`src/rtl/uart_tx.sv`:
```
// uart_tx: buffered 8N1 serial transmitter.
// Bytes are queued in a small FIFO and shifted out LSB first.
module uart_tx #(
    parameter int CLK_PER_BIT = 868,
    parameter int DEPTH       = 4
) (
    input  logic       clk,
    input  logic       reset,
    input  logic       valid,
    input  logic [7:0] in,
    output logic       ready,
    output logic       txd,
    output logic       busy
);

    localparam int BW = $clog2(CLK_PER_BIT);
    localparam int AW = $clog2(DEPTH);
    localparam int CW = AW + 1;

    localparam logic [BW-1:0] BAUD_MAX = BW'(CLK_PER_BIT - 1);
    localparam logic [CW-1:0] FULL     = CW'(DEPTH);

    typedef enum logic [1:0] {
        IDLE,
        START,
        DATA,
        STOP
    } state_e;

    state_e        state_q, state_d;
    logic [BW-1:0] baud_q, baud_d;
    logic [2:0]    bit_q, bit_d;
    logic [7:0]    shift_q, shift_d;
    logic          txd_q, txd_d;
    logic [CW-1:0] count_q, count_d;
    logic [AW-1:0] rptr_q, rptr_d;
    logic [AW-1:0] wptr_q, wptr_d;
    logic [7:0]    fifo_q [DEPTH];

    logic push;
    logic pop;
    logic bit_end;
    logic has_data;

    assign ready    = (count_q != FULL);
    assign push     = valid && ready;
    assign bit_end  = (baud_q == '0);
    assign has_data = (count_q != '0);
    assign txd      = txd_q;
    assign busy     = (state_q != IDLE) || has_data;

    // Frame sequencer: next state, baud/bit counters, shifter, line level
    always_comb begin
        state_d = state_q;
        baud_d  = bit_end ? baud_q : baud_q - BW'(1);
        bit_d   = bit_q;
        shift_d = shift_q;
        pop     = 1'b0;
        unique case (state_q)
            IDLE: begin
                if (has_data) begin
                    pop     = 1'b1;
                    state_d = START;
                    baud_d  = BAUD_MAX;
                    shift_d = fifo_q[rptr_q];
                end
            end
            START: begin
                if (bit_end) begin
                    state_d = DATA;
                    baud_d  = BAUD_MAX;
                    bit_d   = 3'd0;
                end
            end
            DATA: begin
                if (bit_end) begin
                    baud_d = BAUD_MAX;
                    if (bit_q == 3'd7) begin
                        state_d = STOP;
                        bit_d   = 3'd0;
                    end else begin
                        bit_d   = bit_q + 3'd1;
                        shift_d = {1'b0, shift_q[7:1]};
                    end
                end
            end
            STOP: begin
                if (bit_end) begin
                    if (has_data) begin
                        pop     = 1'b1;
                        state_d = START;
                        baud_d  = BAUD_MAX;
                        shift_d = fifo_q[rptr_q];
                    end else begin
                        state_d = IDLE;
                    end
                end
            end
            default: state_d = IDLE;
        endcase
        // line level follows the state being entered so txd stays registered
        txd_d = 1'b1;
        unique case (state_d)
            START:   txd_d = 1'b0;
            DATA:    txd_d = shift_d[0];
            default: txd_d = 1'b1;
        endcase
    end

    // FIFO bookkeeping: occupancy and pointers
    always_comb begin
        count_d = count_q + CW'(push) - CW'(pop);
        wptr_d  = push ? wptr_q + AW'(1) : wptr_q;
        rptr_d  = pop ? rptr_q + AW'(1) : rptr_q;
    end

    // FIFO storage; pointers are cleared on reset so contents need no reset
    always_ff @(posedge clk) begin
        if (reset && push) begin
            fifo_q[wptr_q] <= in;
        end
    end

    // State register with synchronous active-low reset
    always_ff @(posedge clk) begin
        if (!reset) begin
            state_q <= IDLE;
            baud_q  <= '0;
            bit_q   <= 3'd0;
            shift_q <= 8'd0;
            txd_q   <= 1'b1;
            count_q <= '0;
            rptr_q  <= '0;
            wptr_q  <= '0;
        end else begin
            state_q <= state_d;
            baud_q  <= baud_d;
            bit_q   <= bit_d;
            shift_q <= shift_d;
            txd_q   <= txd_d;
            count_q <= count_d;
            rptr_q  <= rptr_d;
            wptr_q  <= wptr_d;
        end
    end

endmodule

```
`config.mk`:
```
export PLATFORM = sky130hd
export DESIGN_NAME = uart_tx
export DESIGN_NICKNAME = d
export VERILOG_FILES = /design/src/rtl/uart_tx.sv
export SDC_FILE = /design/constraint.sdc
export NUM_CORES = 1
export LEC_CHECK = 0
export ABC_AREA = 1
export BUFFER_PORTS_ARGS = -buffer_cell sky130_fd_sc_hd__buf_4
export CAP_MARGIN = 20
export CORE_AREA = 5 5 106 108
export DETAILED_ROUTE_END_ITERATION = 12
export DIE_AREA = 0 0 111 113
export GPL_TIMING_DRIVEN = 0
export PLACE_DENSITY = 0.44
export SYNTH_ARGS = -nofsm -noshare
export SYNTH_HDL_FRONTEND = slang
export SYNTH_SLANG_ARGS = --single-unit
```
`constraint.sdc`:
```
create_clock -name clk -period 6.1 [get_ports clk]
set_input_delay 0.305 -clock clk [delete_from_list [all_inputs] [get_ports clk]]
set_output_delay 0.305 -clock clk [all_outputs]
set_load 0.02 [all_outputs]
```
==> results <==
- The total met2 wirelength after detailed routing is about 3.6 mm.
- The peak clock frequency supported by timing is 391 MHz.
- The clock arrives with 0.0119 ns of skew.
- The reported max-cap violation count is 0.
- Of the total power, combinational logic draws between 40% and 50%.
- The number of endpoints failing setup at the final stage is 0.
- Summed over all layers, the global routing overflow is 0.
- The final estimated routing congestion in global placement is 0.789.
- Setup repair after global routing left no endpoint under its margin.
- The worst hold path cell count is 1.
- The total number of clock tree sinks is 65.
- The number of antenna violations at the first check in global routing is 0.
- Buffers placed on the I/O ports in this run total 13.
- The layout overhead on the synthesized area is 14.7%.
- For this design the total switching power over the nets is 0.000842 W.
- The post-route netlist has 12.4% of its cells at a drive strength greater than 1.
- The register clock-pin slew on the reported worst setup and hold paths is 0.08 ns.
- The clock root buffer is sky130_fd_sc_hd__clkbuf_8.
- The maximum fanout along the worst path is 9.
- The worst setup path is captured at a register.
- The synthesized netlist occupies a cell area of 3360 um^2.
- The via count of the first global-routing pass came to between 2000 and 2500.
- Of the available clock period, the critical path in the final layout requires 41.9%.
- The post-detailed-placement half-perimeter wirelength is 5.27 mm.
- The buffer depth of the longest clock path is 2.
- The mean post-synth cell area is between 8 and 9 um^2.
- The number of buffers inserted to repair setup after CTS is 0.
- The startpoint identified for the worst register-to-register timing path is baud_q[0]$_SDFF_PN0_.
- The core region is approximately 10000 um^2.
- The number of top-level pins is 14.
- The register-to-register setup slack is 3.54 ns.
- After layout, the design draws a total of 0.00194 W.
- The number of failing hold endpoints at the final stage was 0.
- The synthesized net count is 436.
- Dividing total power by cell area gives a power density of 502 nW/um^2.
- The number of pins with negative max-slew slack in the final report is 0.
- The cell-internal power is around 0.0011 W.
- In this run the remaining antenna-violating nets after routing total 0.
- The detailed router finished its first iteration with 90 violations.
- The worst hold path belongs to the class input port to register.
- The final layout contains routed wiring with a total length of roughly 7.5 mm.
- The first-pass GRT wire length is 12.6 mm.
- The endpoint of the lowest-slack register-to-register path is count_q[2]$_SDFF_PN0_.
- Data on the critical path is required at its endpoint by 6.37 ns.
- In the detailed route, the total length drawn on met3 is around 210 um.
- The net switching fraction of the power is a little over two fifths.
- The worst setup path is launched from a register.
- The height of the die is about 110 um.
- The number of design rule violations left after detail routing is 0.
- The synthesis warning total is 0.
- The worst setup path is of the register to register kind.
- The worst relative slew slack is 46.0%.
- TritonCTS built the clock tree.
- The run finished with clean final reports.
- Entering global routing, the biggest net connects 14 pins.
- The total routing resource utilization after global routing is between 10% and 20%.
- The smallest clock period supported by the final layout is computed as 2.56 ns.
- The number of unique standard cell types used by synthesis is 34.
- The initial utilization of the core area, before any placement, comes to 33.2%.
- The synthesized instance count is 407.
- The number of gates resized after CTS was 0.
- Summed over all failing endpoints, the final setup total negative slack is 0 ns.
- The register share of total power is roughly 31%.
- The share of total power in the clock network is 21.9%.
- Routed signal wires occupy layers up through met4.
- The library cells used most frequently in the layout, excluding fill and tap cells, are sky130_fd_sc_hd__nand2_1, sky130_fd_sc_hd__inv_1, sky130_fd_sc_hd__nor2_1, sky130_fd_sc_hd__o21ai_0, sky130_fd_sc_hd__dfxtp_1.
- The detailed router put a total of 3.60 mm of wire on met1.
- Clock latency on the worst-skew pair, taken at its later pin, is 0.35 ns.
- At the end of the flow, the number of nets in the layout was 460.
- The clock tree synthesis step divided the H-tree into 3 levels.
- The floorplan step defined a die boundary enclosing ~13000 um^2.
- At the worst endpoint, the arrival time is about 2.8 ns.
- The mean number of vias per cell is 4.53.
- The wire length per cell after detailed routing is 13.0 um.
- The number of filler instances in the final layout is between 1000 and 1500.
- For the worst flop-to-flop path, the logic depth is 16.
- The initialized floorplan defines 37 standard-cell rows.
- Measured along the x axis, the die boundary spans 111 um.
- Sequential elements use 48.2% of the synthesized area.
- The leakage power figure is about 1.6 nW.
- The hold-fix buffer count after cts is 0.
- The length of the first detailed-routing pass in iterations is 4.
- Across all layers, the routed design uses between 2000 and 3000 vias.
- The worst hold path endpoint is fifo_q[3][4]$_DFFE_PP_.
- In this run, synthesis produced a sequential element count of 65.
- The startpoint of the worst hold path is in[4].
- The total CTS buffers is 9.
- The measured slew at the worst slew-check pin is 0.806 ns.
- The number of antenna diodes is 0.
- Leaving out fill and tap cells, the most frequent cell in the layout is sky130_fd_sc_hd__nand2_1.
- IR analysis of the VDD net gives a maximum drop of between 0.15 and 0.2 mV.
[per-stage QoR]
stage                     utilization, %  cell area (um^2)  cells  setup WS [ns]  hold WS (ns)
after global placement              35.8              3630    556           3.56         0.452
after floorplan                        -              3360    407           3.83         0.404
after detailed placement            35.8              3630    556           3.56         0.456
final                               38.0              3860    572           3.54         0.156
after CTS                           38.0              3860    572           3.54         0.145
after global routing                38.0              3860    572           3.26         0.135
[kinds of logic (layout without fill, tap and decap cells)]
family | after synthesis | in the layout | share of synthesized area [%]
DFF | 65 | 65 | 48.2
adders and majority gates | 18 | 18 | 6.92
AOI/OAI and AO/OA | 77 | 77 | 12.0
buffers and inverters | 61 | 90 | 7.10
and+or+nand+nor | 179 | 179 | 23.9
xor gates and xnor gates | 7 | 7 | 1.82
[worst max-delay path, stage by stage (launching register included)]
cell                      delay (ns)
sky130_fd_sc_hd__dfxtp_1        0.33
sky130_fd_sc_hd__inv_1          0.10
sky130_fd_sc_hd__ha_1           0.18
sky130_fd_sc_hd__nand3_1        0.12
sky130_fd_sc_hd__nor2_4         0.16
sky130_fd_sc_hd__nand3_2        0.12
sky130_fd_sc_hd__nand2_4        0.15
sky130_fd_sc_hd__nand2_4        0.06
sky130_fd_sc_hd__nor2_4         0.14
sky130_fd_sc_hd__ha_1           0.25
sky130_fd_sc_hd__inv_1          0.05
sky130_fd_sc_hd__ha_1           0.13
sky130_fd_sc_hd__inv_1          0.05
sky130_fd_sc_hd__fa_1           0.35
sky130_fd_sc_hd__inv_1          0.07
sky130_fd_sc_hd__o21ai_0        0.08
sky130_fd_sc_hd__a21oi_1        0.13
[power groups by stage]
stage,registers [W],clock network (W),logic (W)
after floorplan,0.000603,0,0.000701
after global placement,0.000612,0,0.000914
after detailed placement,0.000612,0,0.000911
after CTS,0.000603,0.000435,0.000917
after global routing,0.000615,0.000458,0.00106
final,0.000603,0.000424,0.000909
[routing by layer]
metal  up-vias  track usage, %
met1      1186            17.0
met3         4            2.99
met2        28            20.4
met4         0            3.94
met5         -               0
li1       1373               -
[flip-flops by register name (all words and copies together), names as in the netlist, named ones only]
| register | cells |
|---|---|
| fifo_q | 32 |
| count_q | 3 |
| wptr_q | 2 |
| baud_q | 10 |
| bit_q | 3 |
| txd | 1 |
| rptr_q | 2 |
| state_q | 2 |
| shift_q | 8 |
[cell usage after synthesis, drive strengths merged]
library cell	number	area (um^2)
nand2	102	398
nor2	46	205
dfxtp	33	661
buf	6	32.5
a21oi	30	150
o22ai	1	6.26
a211oi	2	15.0
ha	17	213
nand3b	2	27.5
edfxtp	32	961
xnor2	2	17.5
nand3	22	128
o21a	1	7.51
nor3	5	35.0
fa	1	20.0
a22o	1	8.76
inv	51	191
o21ai	41	209
clkbuf	4	15.0
nand4	1	6.26
a22oi	1	7.51
or2	1	6.26
xor2	5	43.8
[worst max-delay path by stage]
stage | start | endpoint | slack, ns | cells past startpoint
2_1_floorplan | baud_q[0]$_SDFF_PN0_ | count_q[2]$_SDFF_PN0_ | 3.83 | 16
3_3_place_gp | baud_q[0]$_SDFF_PN0_ | count_q[2]$_SDFF_PN0_ | 3.56 | 16
3_5_place_dp | baud_q[0]$_SDFF_PN0_ | count_q[2]$_SDFF_PN0_ | 3.56 | 16
4_1_cts | baud_q[0]$_SDFF_PN0_ | count_q[2]$_SDFF_PN0_ | 3.54 | 16
5_1_grt | baud_q[0]$_SDFF_PN0_ | count_q[2]$_SDFF_PN0_ | 3.26 | 16
6_report | baud_q[0]$_SDFF_PN0_ | count_q[2]$_SDFF_PN0_ | 3.54 | 16
[area by class of cell]
type	instances	area, um^2	share of cell area (%)
clock buffers	9	124	3.21
multi-input cells	281	1500	39.0
repair buffers	13	97.6	2.53
flip-flops and latches	65	1620	42.0
plain buffers	10	47.5	1.23
inverters	51	191	4.96
clock inverters	7	101	2.63
well taps	136	170	4.41
(Power assumes the default switching activity.)
